### src/rtl/xbar_rtn_rob_if.sv
// Handshake bundle for the crossbar return path: ROB allocation, slice-cache returns
// and the three in-order per-channel return ports.
interface xbar_rtn_rob_if #(
  parameter int ROB_W  = 2,
  parameter int DATA_W = 128
);
  logic              xbar_rob_alloc_valid_i;
  logic [1:0]        xbar_rob_alloc_ch_id_i;
  logic              xbar_rob_alloc_ready_o;
  logic [ROB_W-1:0]  xbar_rob_alloc_num_o;

  logic              sc_xbar_valid_i;
  logic              sc_xbar_ready_o;
  logic [1:0]        sc_xbar_ch_id_i;
  logic [ROB_W-1:0]  sc_xbar_rob_num_i;
  logic [DATA_W-1:0] sc_xbar_data_i;

  logic              mcash_ch0_rtn_valid_o;
  logic              mcash_ch1_rtn_valid_o;
  logic              mcash_ch2_rtn_valid_o;
  logic              mcash_ch0_rtn_ready_i;
  logic              mcash_ch1_rtn_ready_i;
  logic              mcash_ch2_rtn_ready_i;
  logic [DATA_W-1:0] mcash_ch0_rtn_data_o;
  logic [DATA_W-1:0] mcash_ch1_rtn_data_o;
  logic [DATA_W-1:0] mcash_ch2_rtn_data_o;

  logic              rob_err_o;

  modport slave (
    input  xbar_rob_alloc_valid_i, xbar_rob_alloc_ch_id_i,
    output xbar_rob_alloc_ready_o, xbar_rob_alloc_num_o,
    input  sc_xbar_valid_i, sc_xbar_ch_id_i, sc_xbar_rob_num_i, sc_xbar_data_i,
    output sc_xbar_ready_o,
    output mcash_ch0_rtn_valid_o, mcash_ch1_rtn_valid_o, mcash_ch2_rtn_valid_o,
    input  mcash_ch0_rtn_ready_i, mcash_ch1_rtn_ready_i, mcash_ch2_rtn_ready_i,
    output mcash_ch0_rtn_data_o, mcash_ch1_rtn_data_o, mcash_ch2_rtn_data_o,
    output rob_err_o
  );

  modport master (
    output xbar_rob_alloc_valid_i, xbar_rob_alloc_ch_id_i,
    input  xbar_rob_alloc_ready_o, xbar_rob_alloc_num_o,
    output sc_xbar_valid_i, sc_xbar_ch_id_i, sc_xbar_rob_num_i, sc_xbar_data_i,
    input  sc_xbar_ready_o,
    input  mcash_ch0_rtn_valid_o, mcash_ch1_rtn_valid_o, mcash_ch2_rtn_valid_o,
    output mcash_ch0_rtn_ready_i, mcash_ch1_rtn_ready_i, mcash_ch2_rtn_ready_i,
    input  mcash_ch0_rtn_data_o, mcash_ch1_rtn_data_o, mcash_ch2_rtn_data_o,
    input  rob_err_o
  );
endinterface

### src/rtl/xbar_rtn_rob.sv
// Per-channel reorder buffer for slice-cache returns: out-of-order returns are parked in
// their allocated slot and each of the three channels drains strictly in allocation order.
module xbar_rtn_rob #(
  parameter int ROB_DEPTH = 4,
  parameter int ROB_W     = 2,
  parameter int DATA_W    = 128
) (
  input logic           clk_i,
  input logic           rst_i,
  xbar_rtn_rob_if.slave bus
);
  localparam int NCH = 3;
  localparam logic [ROB_W:0] FULL = (ROB_W+1)'(ROB_DEPTH);

  logic [ROB_W-1:0]     allocPtr_q [NCH];
  logic [ROB_W-1:0]     allocPtr_d [NCH];
  logic [ROB_W-1:0]     headPtr_q  [NCH];
  logic [ROB_W-1:0]     headPtr_d  [NCH];
  logic [ROB_W:0]       count_q    [NCH];
  logic [ROB_W:0]       count_d    [NCH];
  logic [ROB_DEPTH-1:0] busy_q     [NCH];
  logic [ROB_DEPTH-1:0] busy_d     [NCH];
  logic [ROB_DEPTH-1:0] filled_q   [NCH];
  logic [ROB_DEPTH-1:0] filled_d   [NCH];
  logic [DATA_W-1:0]    data_q     [NCH][ROB_DEPTH];
  logic                 robErr_q;
  logic                 robErr_d;

  logic [NCH-1:0]   allocHit;
  logic [NCH-1:0]   allocFire;
  logic [NCH-1:0]   retFire;
  logic [NCH-1:0]   drainFire;
  logic [NCH-1:0]   rtnValid;
  logic [NCH-1:0]   rtnReady;
  logic             allocReady;
  logic [ROB_W-1:0] allocNum;
  logic             retErr;

  // The grant looks only at registered count, so a drain in the same cycle cannot free a slot early.
  always_comb begin
    allocReady = 1'b0;
    allocNum   = '0;
    for (int c = 0; c < NCH; c++) begin
      allocHit[c] = (bus.xbar_rob_alloc_ch_id_i == 2'(c));
      if (allocHit[c]) begin
        allocReady = (count_q[c] < FULL);
        allocNum   = allocPtr_q[c];
      end
    end
  end

  assign allocFire = allocHit & {NCH{bus.xbar_rob_alloc_valid_i & allocReady}};

  always_comb begin
    for (int c = 0; c < NCH; c++) begin
      retFire[c] = bus.sc_xbar_valid_i
                   && (bus.sc_xbar_ch_id_i == 2'(c))
                   && busy_q[c][bus.sc_xbar_rob_num_i]
                   && !filled_q[c][bus.sc_xbar_rob_num_i];
      rtnValid[c] = filled_q[c][headPtr_q[c]];
    end
    retErr = bus.sc_xbar_valid_i && (retFire == '0);
  end

  assign rtnReady  = {bus.mcash_ch2_rtn_ready_i, bus.mcash_ch1_rtn_ready_i, bus.mcash_ch0_rtn_ready_i};
  assign drainFire = rtnValid & rtnReady;

  always_comb begin
    for (int c = 0; c < NCH; c++) begin
      allocPtr_d[c] = allocPtr_q[c];
      headPtr_d[c]  = headPtr_q[c];
      busy_d[c]     = busy_q[c];
      filled_d[c]   = filled_q[c];
      if (allocFire[c]) begin
        busy_d[c][allocPtr_q[c]] = 1'b1;
        allocPtr_d[c]            = allocPtr_q[c] + ROB_W'(1);
      end
      if (retFire[c]) begin
        filled_d[c][bus.sc_xbar_rob_num_i] = 1'b1;
      end
      if (drainFire[c]) begin
        busy_d[c][headPtr_q[c]]   = 1'b0;
        filled_d[c][headPtr_q[c]] = 1'b0;
        headPtr_d[c]              = headPtr_q[c] + ROB_W'(1);
      end
      count_d[c] = count_q[c] + (ROB_W+1)'(allocFire[c]) - (ROB_W+1)'(drainFire[c]);
    end
    robErr_d = robErr_q | retErr;
  end

  always_ff @(posedge clk_i or negedge rst_i) begin
    if (!rst_i) begin
      for (int c = 0; c < NCH; c++) begin
        allocPtr_q[c] <= '0;
        headPtr_q[c]  <= '0;
        count_q[c]    <= '0;
        busy_q[c]     <= '0;
        filled_q[c]   <= '0;
      end
      robErr_q <= 1'b0;
    end else begin
      for (int c = 0; c < NCH; c++) begin
        allocPtr_q[c] <= allocPtr_d[c];
        headPtr_q[c]  <= headPtr_d[c];
        count_q[c]    <= count_d[c];
        busy_q[c]     <= busy_d[c];
        filled_q[c]   <= filled_d[c];
      end
      robErr_q <= robErr_d;
    end
  end

  // Payload storage is deliberately unreset; only the filled bits qualify it.
  always_ff @(posedge clk_i) begin
    for (int c = 0; c < NCH; c++) begin
      if (retFire[c]) begin
        data_q[c][bus.sc_xbar_rob_num_i] <= bus.sc_xbar_data_i;
      end
    end
  end

  assign bus.xbar_rob_alloc_ready_o = allocReady;
  assign bus.xbar_rob_alloc_num_o   = allocNum;
  assign bus.sc_xbar_ready_o        = rst_i;
  assign bus.mcash_ch0_rtn_valid_o  = rtnValid[0];
  assign bus.mcash_ch1_rtn_valid_o  = rtnValid[1];
  assign bus.mcash_ch2_rtn_valid_o  = rtnValid[2];
  assign bus.mcash_ch0_rtn_data_o   = data_q[0][headPtr_q[0]];
  assign bus.mcash_ch1_rtn_data_o   = data_q[1][headPtr_q[1]];
  assign bus.mcash_ch2_rtn_data_o   = data_q[2][headPtr_q[2]];
  assign bus.rob_err_o              = robErr_q;
endmodule

### src/flat_wrapper.sv
// flat-port wrapper written by rule: the top's interface ports become plain ports
module xbar_rtn_rob_flat 
#(
  parameter int ROB_DEPTH = 4,
  parameter int ROB_W     = 2,
  parameter int DATA_W    = 128
)
  (clk_i, rst_i, bus_xbar_rob_alloc_valid_i, bus_xbar_rob_alloc_ch_id_i, bus_xbar_rob_alloc_ready_o, bus_xbar_rob_alloc_num_o, bus_sc_xbar_valid_i, bus_sc_xbar_ch_id_i, bus_sc_xbar_rob_num_i, bus_sc_xbar_data_i, bus_sc_xbar_ready_o, bus_mcash_ch0_rtn_valid_o, bus_mcash_ch1_rtn_valid_o, bus_mcash_ch2_rtn_valid_o, bus_mcash_ch0_rtn_ready_i, bus_mcash_ch1_rtn_ready_i, bus_mcash_ch2_rtn_ready_i, bus_mcash_ch0_rtn_data_o, bus_mcash_ch1_rtn_data_o, bus_mcash_ch2_rtn_data_o, bus_rob_err_o);
  xbar_rtn_rob_if #(.ROB_W(ROB_W), .DATA_W(DATA_W)) bus_i ();
  input logic clk_i;
  input logic rst_i;
  input wire logic [$bits(bus_i.xbar_rob_alloc_valid_i)-1:0] bus_xbar_rob_alloc_valid_i;
  input wire logic [$bits(bus_i.xbar_rob_alloc_ch_id_i)-1:0] bus_xbar_rob_alloc_ch_id_i;
  output wire logic [$bits(bus_i.xbar_rob_alloc_ready_o)-1:0] bus_xbar_rob_alloc_ready_o;
  output wire logic [$bits(bus_i.xbar_rob_alloc_num_o)-1:0] bus_xbar_rob_alloc_num_o;
  input wire logic [$bits(bus_i.sc_xbar_valid_i)-1:0] bus_sc_xbar_valid_i;
  input wire logic [$bits(bus_i.sc_xbar_ch_id_i)-1:0] bus_sc_xbar_ch_id_i;
  input wire logic [$bits(bus_i.sc_xbar_rob_num_i)-1:0] bus_sc_xbar_rob_num_i;
  input wire logic [$bits(bus_i.sc_xbar_data_i)-1:0] bus_sc_xbar_data_i;
  output wire logic [$bits(bus_i.sc_xbar_ready_o)-1:0] bus_sc_xbar_ready_o;
  output wire logic [$bits(bus_i.mcash_ch0_rtn_valid_o)-1:0] bus_mcash_ch0_rtn_valid_o;
  output wire logic [$bits(bus_i.mcash_ch1_rtn_valid_o)-1:0] bus_mcash_ch1_rtn_valid_o;
  output wire logic [$bits(bus_i.mcash_ch2_rtn_valid_o)-1:0] bus_mcash_ch2_rtn_valid_o;
  input wire logic [$bits(bus_i.mcash_ch0_rtn_ready_i)-1:0] bus_mcash_ch0_rtn_ready_i;
  input wire logic [$bits(bus_i.mcash_ch1_rtn_ready_i)-1:0] bus_mcash_ch1_rtn_ready_i;
  input wire logic [$bits(bus_i.mcash_ch2_rtn_ready_i)-1:0] bus_mcash_ch2_rtn_ready_i;
  output wire logic [$bits(bus_i.mcash_ch0_rtn_data_o)-1:0] bus_mcash_ch0_rtn_data_o;
  output wire logic [$bits(bus_i.mcash_ch1_rtn_data_o)-1:0] bus_mcash_ch1_rtn_data_o;
  output wire logic [$bits(bus_i.mcash_ch2_rtn_data_o)-1:0] bus_mcash_ch2_rtn_data_o;
  output wire logic [$bits(bus_i.rob_err_o)-1:0] bus_rob_err_o;
  assign bus_i.xbar_rob_alloc_valid_i = bus_xbar_rob_alloc_valid_i;
  assign bus_i.xbar_rob_alloc_ch_id_i = bus_xbar_rob_alloc_ch_id_i;
  assign bus_xbar_rob_alloc_ready_o = bus_i.xbar_rob_alloc_ready_o;
  assign bus_xbar_rob_alloc_num_o = bus_i.xbar_rob_alloc_num_o;
  assign bus_i.sc_xbar_valid_i = bus_sc_xbar_valid_i;
  assign bus_i.sc_xbar_ch_id_i = bus_sc_xbar_ch_id_i;
  assign bus_i.sc_xbar_rob_num_i = bus_sc_xbar_rob_num_i;
  assign bus_i.sc_xbar_data_i = bus_sc_xbar_data_i;
  assign bus_sc_xbar_ready_o = bus_i.sc_xbar_ready_o;
  assign bus_mcash_ch0_rtn_valid_o = bus_i.mcash_ch0_rtn_valid_o;
  assign bus_mcash_ch1_rtn_valid_o = bus_i.mcash_ch1_rtn_valid_o;
  assign bus_mcash_ch2_rtn_valid_o = bus_i.mcash_ch2_rtn_valid_o;
  assign bus_i.mcash_ch0_rtn_ready_i = bus_mcash_ch0_rtn_ready_i;
  assign bus_i.mcash_ch1_rtn_ready_i = bus_mcash_ch1_rtn_ready_i;
  assign bus_i.mcash_ch2_rtn_ready_i = bus_mcash_ch2_rtn_ready_i;
  assign bus_mcash_ch0_rtn_data_o = bus_i.mcash_ch0_rtn_data_o;
  assign bus_mcash_ch1_rtn_data_o = bus_i.mcash_ch1_rtn_data_o;
  assign bus_mcash_ch2_rtn_data_o = bus_i.mcash_ch2_rtn_data_o;
  assign bus_rob_err_o = bus_i.rob_err_o;
  xbar_rtn_rob #(.ROB_DEPTH(ROB_DEPTH), .ROB_W(ROB_W), .DATA_W(DATA_W)) u_core (.clk_i(clk_i), .rst_i(rst_i), .bus(bus_i));
endmodule
### config.mk
export PLATFORM = sky130hd
export DESIGN_NAME = xbar_rtn_rob_flat
export DESIGN_NICKNAME = d
export VERILOG_FILES = /design/src/rtl/xbar_rtn_rob_if.sv /design/src/rtl/xbar_rtn_rob.sv /design/src/flat_wrapper.sv
export SDC_FILE = /design/constraint.sdc
export NUM_CORES = 1
export LEC_CHECK = 0
export CAP_MARGIN = 40
export CORE_ASPECT_RATIO = 0.7
export CORE_MARGIN = 4
export CORE_UTILIZATION = 45
export CTS_CLUSTER_DIAMETER = 200
export CTS_CLUSTER_SIZE = 10
export DETAILED_ROUTE_END_ITERATION = 12
export SKIP_LAST_GASP = 1
export SYNTH_ARGS = -nofsm -noshare
export SYNTH_HDL_FRONTEND = slang
export SYNTH_SLANG_ARGS = --single-unit
export TNS_END_PERCENT = 1
### constraint.sdc
create_clock -name clk_i -period 12.12 [get_ports clk_i]
set_input_delay 3.03 -clock clk_i [delete_from_list [all_inputs] [get_ports clk_i]]
set_output_delay 3.03 -clock clk_i [all_outputs]
set_load 0.01 [all_outputs]
==> metrics.md <==
| Metric | Value |
|---|---|
| Worst Setup Start Kind | `input port` |
| Sequential power share | `41.2%` |
| Clk_skew | `0.0255 ns` |
| Initial DRC count | `2,308` |
| Clk slew on worst S/H paths | `0.06 ns` |
| Post-CTS setup buffers | `0` |
| Int Pwr | `11.2 mW` |
| Synth warnings | `0` |
| Root Driver | `clkbuf_16` |
| Largest delay share family, worst path | `buffers and inverters` |
| Worst skew pair latency | `0.79 ns` |
| Max-slew violation count | `0` |
| Achievable Freq | `0.129 GHz` |
| HPWL after DPL | `83.1 mm` |
| Setup TNS | `0 ns` |
| Routability cong. | `0.785` |
| Met2 usage | `33.0%` |
| Die area | `134,000 um2` |
| Seq/Total Area, Yosys | `81.7%` |
| Final Hold Fails | `0` |
| Initial antenna violation count | `4` |
| H-tree depth | `4` |
| # setup viols final | `0` |
| Core Area | `127,000 um2` |
| Reg area | `47,300 um2` |
| Clk sinks | `1,582` |
| Relative slew slack | `30.4%` |
| Status | `finished, final reports clean` |
| Slew @ Worst Pin | `1.04 ns` |
| GR peak layer | `met2` |
| CP Capture Type | `output port` |
| Slowest CP cell | `clkdlybuf4s50_1` |
| Routing usage on met3 | `5.02%` |
| First-pass GRT wire length | `200 mm` |
| Count of maximum capacitance violations | `0` |
| Port bufs | `532` |
| Worst path most repeated cell | `clkdlybuf4s50_1` |
| FP Rows | `109` |
| EDFF count, synth | `1,536` |
| Hold Buf Count CTS | `0` |
| Worst path arrival time | `4.74 ns` |
| CP peak stage delay | `0.62 ns` |
| DRT antenna net count | `0` |
| Drt first pass iters | `5` |
| Most used flip-flop cell after synthesis | `edfxtp_1` |
| Multi-input logic area | `10,100 um2` |
| Critical path buffers and inverters | `2` |
| Clk pwr share | `29.5%` |
| Met1 layer usage reported by global route | `28.4%` |
| Vias in the first global route | `28,000` |
| Fillers | `9,269` |
| Max clock buf depth | `3` |
| Post-CTS Resized | `0` |
| Post-synthesis cell area | `57,900 um2` |
| Critical path cell sequence | `clkdlybuf4s50_1 > mux2_2 > o22ai_1 > clkdlybuf4s50_1` |
| DR vias | `26,400` |
| Largest net degree at the start of global routing | `130` |
| Psw | `4.31 mW` |
| IO Pins | `533` |
| Commonest non-fill, non-tap cell in the layout | `edfxtp_1` |
| DR vias/cell | `5.65` |
| Distinct cells, synth | `42` |
| Layout area overhead | `22.0%` |
| Fin nets | `3,098` |
| Proportion of layout cells with a drive suffix above 1 | `22.8%` |
| Die W | `437 um` |
| Kind of critical path | `input port to output port` |
| Tcrit/Tclk final | `64.1%` |
| Power density cells | `220 nW/um2` |
| Synthesized area per cell | `25.8 um2` |
| DRC | `0` |
| CP Max Fanout | `6` |
| HP Class | `flip-flop to flip-flop` |
| CTS Buf Count | `176` |
| Post-synthesis async set-or-reset flop share | `2.91%` |
| Mapped Nets | `2,421` |
| RSZ-0062 raised after global routing | `false` |
| Synth Instances | `2,247` |
| CTS tree | `built` |
| Minimum clock period | `7.77 ns` |
| Final wirelength | `138 mm` |
| Utilization after layout | `55.6%` |
| Lkg Pwr | `22.3 nW` |
| DIE HEIGHT | `308 um` |
| Gate power share | `29.3%` |
| Commonest non-fill, non-tap cells in the layout | `edfxtp_1 (1,536), clkdlybuf4s50_1 (531), mux4_2 (387), clkbuf_16 (181), buf_4 (45)` |
| Routed WL per cell | `29.5 um` |
| Initial Util | `45.6%` |
| GRT overflow | `0` |
| Worst path required time | `9.09 ns` |
| Gr usage total | `20.7%` |
| Sw frac | `27.7%` |
| Maximum vdd drop | `0.194 mV` |
| Synth Register Bits | `1,582` |
==> power groups by stage <==
stage	combinational, mW	sequential [mW]	clock [mW]
2_1_floorplan	2.39	6.34	0
3_3_place_gp	4.50	6.58	0
3_5_place_dp	4.64	6.52	0
4_1_cts	4.67	6.41	4.73
5_1_grt	4.82	6.43	4.96
6_report	4.55	6.40	4.59
==> kinds of logic after synthesis <==
family,after synthesis,share of synthesized area (%)
flops,1582,81.7
fa+ha+maj,33,0.752
mux,390,15.1
compound gates,59,0.690
xor+xnor,12,0.182
simple gates,44,0.588
buf+inv,127,0.982
==> flip-flops by register name, summed over array words and instances (netlist names) <==
register	count
u_core.allocPtr_q	6
u_core.bus.rob_err_o	1
u_core.busy_q	12
u_core.count_q	9
u_core.data_q	1536
u_core.filled_q	12
u_core.headPtr_q	6
==> worst reg2reg max path: cells and delay by family, from the launching register on <==
family	cells	cell delay, ns
and+or+nand+nor	1	0.25
DFF	1	0.90
buffers and inverters	2	0.77
adders and majority gates	3	0.84
muxes	1	0.74
xor gates and xnor gates	1	0.14
==> final cells by class <==
type | count | share of cell area [%]
Clock inverter | 10 | 0.209
Clock buffer | 195 | 6.49
Multi-Input combinational cell | 538 | 14.3
Timing Repair Buffer | 597 | 8.74
Antenna cell | 5 | 0.0177
Tap cell | 1720 | 3.05
Sequential cell | 1582 | 67.0
Inverter | 29 | 0.154
==> cell usage after synthesis (2+ instances only) <==
cell type | instances | area, um2
mux4_2 | 387 | 8720
dfrtp_1 | 46 | 1150
a21oi_1 | 27 | 135
and2_4 | 3 | 26.3
buf_2 | 49 | 245
a41oi_1 | 3 | 26.3
fa_1 | 3 | 60.1
inv_1 | 29 | 109
o21ai_1 | 3 | 15.0
o22ai_1 | 3 | 18.8
nor4_2 | 2 | 25.0
nor2_1 | 5 | 18.8
edfxtp_1 | 1536 | 46100
buf_1 | 18 | 67.6
a221oi_1 | 3 | 26.3
nand3_1 | 3 | 15.0
ha_1 | 30 | 375
xnor2_1 | 11 | 96.3
nand2_1 | 11 | 41.3
o21ai_0 | 3 | 15.0
buf_6 | 2 | 22.5
a221o_1 | 3 | 30.0
a2bb2oi_1 | 8 | 70.1
o221ai_1 | 3 | 26.3
buf_4 | 4 | 30.0
mux2i_1 | 2 | 20.0
nor4b_2 | 7 | 105
nand3b_1 | 5 | 37.5
clkbuf_1 | 25 | 93.8
==> metrics by stage <==
stage / hold slack, ns / power (mW) / cells / worst slack, ns / cell area, um2
6_report: 0.506 / 15.5 / 4676 / 4.35 / 70600
5_1_grt: 0.513 / 16.2 / 4674 / 4.34 / 70600
4_1_cts: 0.494 / 15.8 / 4671 / 4.36 / 70600
3_5_place_dp: 0.473 / 11.2 / 4466 / 4.36 / 65900
3_3_place_gp: 0.470 / 11.1 / 4448 / 4.33 / 65400
2_1_floorplan: 0.462 / 8.72 / 2247 / 0.749 / 57900
==> per-layer routing <==
metal,vias to the layer above,wire length [um]
met3,192,8970
met4,0,3600
met2,879,67500
met1,14400,57700
met5,-,0
li1,11000,-
==> final timing paths <==
check	start	slack, ns	end	depth (start not counted)
worst max-delay path	bus_xbar_rob_alloc_ch_id_i[0]	4.35	bus_xbar_rob_alloc_ready_o	4
worst min-delay path	u_core.bus.rob_err_o	0.51	u_core.bus.rob_err_o	1
worst max register to register	u_core.headPtr_q[0]	8.37	u_core.count_q[2]	8
worst min register to register	u_core.bus.rob_err_o	0.51	u_core.bus.rob_err_o	1
max in group asynchronous	rst_i	9.22	u_core.headPtr_q[1]	2
min in group asynchronous	rst_i	2.36	u_core.busy_q[11]	2
(Power assumes the default switching activity.)
